$ cat src/rtl/pixel_pipe_pkg.sv
// Shared widths, default frame geometry and FSM encoding for the pixel pipeline.
package pixel_pipe_pkg;
  localparam int ADDR_W    = 20;
  localparam int COORD_W   = 10;
  localparam int DEF_H_RES = 640;
  localparam int DEF_V_RES = 480;
  localparam int DEF_N     = 16;

  typedef enum logic [1:0] {
    IDLE  = 2'd0,
    ISSUE = 2'd1,
    DRAIN = 2'd2
  } state_t;
endpackage

$ cat src/rtl/pixel_dispatch_if.sv
// Request channel from the dispatcher to the shading worker pool.
interface pixel_dispatch_if;
  import pixel_pipe_pkg::*;

  logic               req_valid;
  logic               req_ready;
  logic [ADDR_W-1:0]  req_addr;
  logic [COORD_W-1:0] req_x;
  logic [COORD_W-1:0] req_y;

  modport master (output req_valid, req_addr, req_x, req_y, input req_ready);
  modport slave  (input req_valid, req_addr, req_x, req_y, output req_ready);
endinterface

$ cat src/rtl/pixel_dispatch_credit_counter.sv
// Outstanding-request counter: +1 per issue, -1 per retire, sticky error on underflow.
module credit_counter #(
  parameter  int N  = 16,
  localparam int CW = $clog2(N) + 1
) (
  input  logic          clk,
  input  logic          rst,
  input  logic          i_inc,
  input  logic          i_dec,
  output logic [CW-1:0] o_count,
  output logic [CW-1:0] o_count_next,
  output logic          o_err
);
  logic [CW-1:0] r_count;
  logic [CW-1:0] w_count_next;
  logic          r_err;
  logic          w_err_next;

  always_comb begin
    w_count_next = r_count;
    w_err_next   = r_err;
    // A retire with nothing outstanding is dropped; a coincident issue still counts.
    if (i_dec && (r_count == '0)) begin
      w_err_next = 1'b1;
      if (i_inc) w_count_next = r_count + CW'(1);
    end else if (i_inc && !i_dec) begin
      w_count_next = r_count + CW'(1);
    end else if (!i_inc && i_dec) begin
      w_count_next = r_count - CW'(1);
    end
  end

  always_ff @(posedge clk or posedge rst) begin
    if (rst) begin
      r_count <= '0;
      r_err   <= 1'b0;
    end else begin
      r_count <= w_count_next;
      r_err   <= w_err_next;
    end
  end

  assign o_count      = r_count;
  assign o_count_next = w_count_next;
  assign o_err        = r_err;
endmodule

$ cat src/rtl/pixel_dispatch.sv
// Raster-order request issuer for the out-of-order pixel pipeline, windowed to N outstanding.
// state | meaning
// IDLE  | waiting for start
// ISSUE | walking the frame, issuing while a reorder slot is free
// DRAIN | all pixels issued, waiting for the final retire
module pixel_dispatch
  import pixel_pipe_pkg::*;
#(
  parameter  int N     = DEF_N,
  parameter  int H_RES = DEF_H_RES,
  parameter  int V_RES = DEF_V_RES,
  localparam int CW    = $clog2(N) + 1
) (
  input  logic             clk,
  input  logic             rst,
  input  logic             i_start,
  pixel_dispatch_if.master req,
  input  logic             i_retire,
  output logic [CW-1:0]    o_inflight,
  output logic             o_busy,
  output logic             o_done,
  output logic             o_err
);
  localparam logic [ADDR_W-1:0]  LAST_ADDR = ADDR_W'(H_RES * V_RES - 1);
  localparam logic [COORD_W-1:0] X_LAST    = COORD_W'(H_RES - 1);

  state_t             r_state, w_state_next;
  logic               r_req_valid, w_req_valid_next;
  logic [ADDR_W-1:0]  r_addr, w_addr_next;
  logic [COORD_W-1:0] r_x, w_x_next;
  logic [COORD_W-1:0] r_y, w_y_next;
  logic               r_busy, w_busy_next;
  logic               r_done, w_done_next;
  logic               w_xfer;
  logic [CW-1:0]      w_count_next;

  assign w_xfer = r_req_valid & req.req_ready;

  credit_counter #(.N(N)) u_credit (
    .clk          (clk),
    .rst          (rst),
    .i_inc        (w_xfer),
    .i_dec        (i_retire),
    .o_count      (o_inflight),
    .o_count_next (w_count_next),
    .o_err        (o_err)
  );

  always_comb begin
    w_state_next = r_state;
    w_addr_next  = r_addr;
    w_x_next     = r_x;
    w_y_next     = r_y;
    w_busy_next  = r_busy;
    w_done_next  = 1'b0;
    case (r_state)
      IDLE: begin
        if (i_start) begin
          w_state_next = ISSUE;
          w_busy_next  = 1'b1;
          w_addr_next  = '0;
          w_x_next     = '0;
          w_y_next     = '0;
        end
      end
      ISSUE: begin
        // The last address is held rather than stepped so a full 2^20 frame cannot wrap.
        if (w_xfer) begin
          if (r_addr == LAST_ADDR) begin
            w_state_next = DRAIN;
          end else begin
            w_addr_next = r_addr + ADDR_W'(1);
            if (r_x == X_LAST) begin
              w_x_next = '0;
              w_y_next = r_y + COORD_W'(1);
            end else begin
              w_x_next = r_x + COORD_W'(1);
            end
          end
        end
      end
      DRAIN: begin
        if (w_count_next == '0) begin
          w_state_next = IDLE;
          w_done_next  = 1'b1;
          w_busy_next  = 1'b0;
        end
      end
      default: w_state_next = IDLE;
    endcase
    w_req_valid_next = (w_state_next == ISSUE) && (w_count_next < CW'(N));
  end

  always_ff @(posedge clk or posedge rst) begin
    if (rst) begin
      r_state     <= IDLE;
      r_req_valid <= 1'b0;
      r_addr      <= '0;
      r_x         <= '0;
      r_y         <= '0;
      r_busy      <= 1'b0;
      r_done      <= 1'b0;
    end else begin
      r_state     <= w_state_next;
      r_req_valid <= w_req_valid_next;
      r_addr      <= w_addr_next;
      r_x         <= w_x_next;
      r_y         <= w_y_next;
      r_busy      <= w_busy_next;
      r_done      <= w_done_next;
    end
  end

  assign req.req_valid = r_req_valid;
  assign req.req_addr  = r_addr;
  assign req.req_x     = r_x;
  assign req.req_y     = r_y;
  assign o_busy        = r_busy;
  assign o_done        = r_done;
endmodule

$ cat src/flat_wrapper.sv
// flat-port wrapper written by rule: the top's interface ports become plain ports
module pixel_dispatch_flat import pixel_pipe_pkg::*;
#(
  parameter  int N     = DEF_N,
  parameter  int H_RES = DEF_H_RES,
  parameter  int V_RES = DEF_V_RES,
  localparam int CW    = $clog2(N) + 1
)
  (clk, rst, i_start, i_retire, o_inflight, o_busy, o_done, o_err, req_req_valid, req_req_addr, req_req_x, req_req_y, req_req_ready);
  pixel_dispatch_if req_i ();
  input  logic clk;
  input  logic rst;
  input  logic i_start;
  input  logic i_retire;
  output logic [CW-1:0] o_inflight;
  output logic o_busy;
  output logic o_done;
  output logic o_err;
  output wire logic [$bits(req_i.req_valid)-1:0] req_req_valid;
  output wire logic [$bits(req_i.req_addr)-1:0] req_req_addr;
  output wire logic [$bits(req_i.req_x)-1:0] req_req_x;
  output wire logic [$bits(req_i.req_y)-1:0] req_req_y;
  input wire logic [$bits(req_i.req_ready)-1:0] req_req_ready;
  assign req_req_valid = req_i.req_valid;
  assign req_req_addr = req_i.req_addr;
  assign req_req_x = req_i.req_x;
  assign req_req_y = req_i.req_y;
  assign req_i.req_ready = req_req_ready;
  pixel_dispatch #(.N(N), .H_RES(H_RES), .V_RES(V_RES)) u_core (.clk(clk), .rst(rst), .i_start(i_start), .req(req_i), .i_retire(i_retire), .o_inflight(o_inflight), .o_busy(o_busy), .o_done(o_done), .o_err(o_err));
endmodule
$ cat config.mk
export PLATFORM = sky130hd
export DESIGN_NAME = pixel_dispatch_flat
export DESIGN_NICKNAME = d
export VERILOG_FILES = /design/src/rtl/pixel_pipe_pkg.sv /design/src/rtl/pixel_dispatch_if.sv /design/src/rtl/pixel_dispatch_credit_counter.sv /design/src/rtl/pixel_dispatch.sv /design/src/flat_wrapper.sv
export SDC_FILE = /design/constraint.sdc
export NUM_CORES = 1
export LEC_CHECK = 0
export CAP_MARGIN = 40
export CORE_MARGIN = 1.5
export CORE_UTILIZATION = 45
export CTS_BUF_LIST = sky130_fd_sc_hd__clkbuf_4 sky130_fd_sc_hd__clkbuf_8
export DETAILED_ROUTE_END_ITERATION = 6
export HOLD_SLACK_MARGIN = 0.03
export PLACE_DENSITY = 0.77
export SKIP_CTS_REPAIR_TIMING = 1
export SYNTH_ARGS = -nofsm -noshare
export SYNTH_HDL_FRONTEND = slang
export SYNTH_SLANG_ARGS = --single-unit
$ cat constraint.sdc
create_clock -name clk -period 3.7 [get_ports clk]
set_input_delay 0.925 -clock clk [delete_from_list [all_inputs] [get_ports clk]]
set_output_delay 0.925 -clock clk [all_outputs]
set_load 0.01 [all_outputs]
==> flow_summary_export.csv <==
group,metric,value,unit
setup_path,critPathArrivalTime,3050,ps
setup_path,cp.required,3920,ps
finish,area_growth,24.3,%
pwr,finalPower,0.00172,W
finish,nNetsFinal,369,
synth,synth-seq-cells,51,
global_routing,antenna_found_initial,0,
pwr,vdd_drop_max,0.283,mV
placement,portBuffers,53,
setup_path,cpMaxStageDelayCell,"clkdlybuf4s50_1",
clocking,path_clk_slew,90,ps
sta,skew,6.02,ps
clocking,clock_path_buffers,2,
sta,setup_ws,869,ps
global_routing,grt.total_usage,0.199,
route,via_per_inst,5.60,
die,dieArea,6680,um2
finish,fillCellCount,556,
finish,final_util,0.583,
min_path,hold_path_class,"flop to flop",
sta,slew_headroom,0.539,
setup_path,path_delay_family,"simple AND/OR/NAND/NOR gates",
global_routing,grt-ovfl-total,0,
finish,final_cell_mix,"53 x clkdlybuf4s50_1, 51 x dfrtp_1, 39 x nor2_1",
setup_path,cp-start-kind,"input port",
synth,synthArstFlopShare,1.00,
finish,stdcell_count,434,
route,dr.first_iter.drc_count,158,
run_status,status,"complete, no violations",
finish,antennaDiodeCount,0,
clocking,htreeDepth,2,
placement,hpwl,4560,um
sta,finalHoldViolations,0,
setup_path,worst-path-buf-inv,1,
sta,worstMarginPinSlew,691,ps
synth,synth_ff_type,"dfrtp_1",
route,wl_met2,2870,um
route,route.detailed.drc,0,
setup_path,critPathKind,"input port to flop",
synth,yosys_warnings,0,
clocking,cts_tree,"done",
sta,fin_crit,2830,ps
die,initial_utilization,0.468,
finish,layout_commonest_cell,"clkdlybuf4s50_1",
pwr,p_per_area,496,nW/um2
clocking,clock_latency,300,ps
clocking,clock_sinks,51,
sta,timing.final.max_slew_violations,0,
die,die_h,81.7,um
die,die_w,81.7,um
pwr,cellLeakagePower,1.50,nW
global_routing,grt_max_degree,29,
route,top_layer,"met4",
setup_path,critPathMostFrequentCell,"nand3_1",
setup_path,cp_max_fo,8,
sta,setup_tns,0,ps
job,maxCapViolCount,0,
route,num_vias,2430,
route,ant_nets,0,
die,ios,54,
synth,synthDistinctLibCells,50,
sta,max_freq,353,MHz
route,totalWireLength,6130,um
setup_path,crit_path_end_kind,"flop",
synth,syn_inst,303,
global_routing,grt_pass1_wl,10400,um
synth,yosysSeqAreaShare,0.457,
sta,setup_viol,0,
die,num_rows,28,
route,wire_per_inst,14.1,um
route,first_pass_iters,4,
die,core-area,5960,um2
placement,dp_slack,578,ps
finish,drive_above_1_share,0.0752,
clocking,root_buffer,"clkbuf_8",
sta,grt_setup_unrepaired,"no",
synth,syn_avg_cell_area,9.21,um2
route,wl_met3,318,um
sta,finalCritPeriodShare,0.765,
placement,place.gp.congestion,0.818,
setup_path,worstPathCellList,"clkdlybuf4s50_1 -> nand3_1 -> nor4_1 -> o22a_2 -> and2_0 -> nand3_1 -> o21ai_0",
placement,placed_cells,426,
synth,synth_nets,314,
synth,synth_edf_count,0,
setup_path,cpPeakStageDelay,520,ps
synth,syn-cell-area,2790,um2
route,drt-met1-wl,2910,um
global_routing,grt_pass1_vias,2213,
clocking,cts-buffers-inserted,5,
-- metal layers --
metal  GRT usage  vias up
li1            -     1183
met1       0.280     1175
met2       0.313       70
met3      0.0322        2
met4      0.0627        0
met5           0        -
-- sequential cells by signal (all words and copies together), names as in the netlist --
signal,flops
u_core.req.req_y,10
u_core.req.req_x,10
u_core.o_busy,1
u_core.o_done,1
u_core.u_credit.o_count,5
u_core.req.req_addr,20
u_core.u_credit.o_err,1
u_core.r_state,2
u_core.req.req_valid,1
-- power breakdown --
part | switching (W) | total, W | internal [W]
clock | 0.000177 | 0.000306 | 0.000130
combinational | 0.000292 | 0.000613 | 0.000321
sequential | 0.000147 | 0.000801 | 0.000654
total | 0.000616 | 0.00172 | 0.00110
-- path summary, 6_finish.rpt --
path | start | end | slack, ps | cells past startpoint
max in group asynchronous | rst | u_core.req.req_y[9] | 1970 | 3
setup reg to reg | u_core.req.req_addr[0] | u_core.req.req_x[5] | 1070 | 6
hold reg to reg | u_core.u_credit.o_err | u_core.u_credit.o_err | 460 | 1
hold / removal | u_core.u_credit.o_err | u_core.u_credit.o_err | 460 | 1
setup / recovery | req_req_ready | u_core.req.req_y[1] | 870 | 7
min in group asynchronous | rst | u_core.u_credit.o_count[0] | 970 | 2
-- area by class of cell --
type / instances / area [um2] / area share
multi-input combinational: 230 / 1410 / 0.406
sequential: 51 / 1280 / 0.368
timing repair buffer: 56 / 553 / 0.159
tap: 75 / 93.8 / 0.0270
clock buffer: 5 / 68.8 / 0.0198
inverter: 14 / 52.6 / 0.0151
clock inverter: 3 / 15.0 / 0.00433
-- synth_stat cells, drive strengths merged (2+ instances only) --
cell / number / area, um2
inv: 14 / 52.6
and2: 4 / 25.0
nand2b: 2 / 12.5
xor2: 16 / 140
nand2: 25 / 93.8
and4bb: 2 / 25.0
nor2: 40 / 153
or4: 2 / 15.0
nor3: 16 / 80.1
buf: 5 / 40.0
ha: 6 / 75.1
xnor2: 12 / 105
dfrtp: 51 / 1280
o31ai: 3 / 36.3
clkbuf: 3 / 11.3
a21oi: 5 / 25.0
o21ai: 13 / 65.1
mux2i: 2 / 20.0
or3: 2 / 17.5
or2: 2 / 12.5
nor4: 3 / 18.8
a31oi: 2 / 12.5
and3: 10 / 65.1
nand4: 12 / 75.1
nand3: 31 / 155
nor4b: 2 / 17.5
a21o: 3 / 23.8
-- kinds of logic after synthesis --
kind of cell / after synthesis / synth area share
xor+xnor: 28 / 0.0879
buf+inv: 22 / 0.0372
mux: 2 / 0.00718
flops: 51 / 0.457
compound gates: 36 / 0.0919
fa+ha+maj: 6 / 0.0269
simple gates: 158 / 0.291
-- through the flow --
stage | instance area (um2) | hold slack [ps]
after floorplan | 2790 | 493
after global placement | 3390 | 453
after detailed placement | 3390 | 453
after CTS | 3470 | 474
after global routing | 3470 | 479
final | 3470 | 465
No activity file was read; power rests on OpenSTA's default activity.
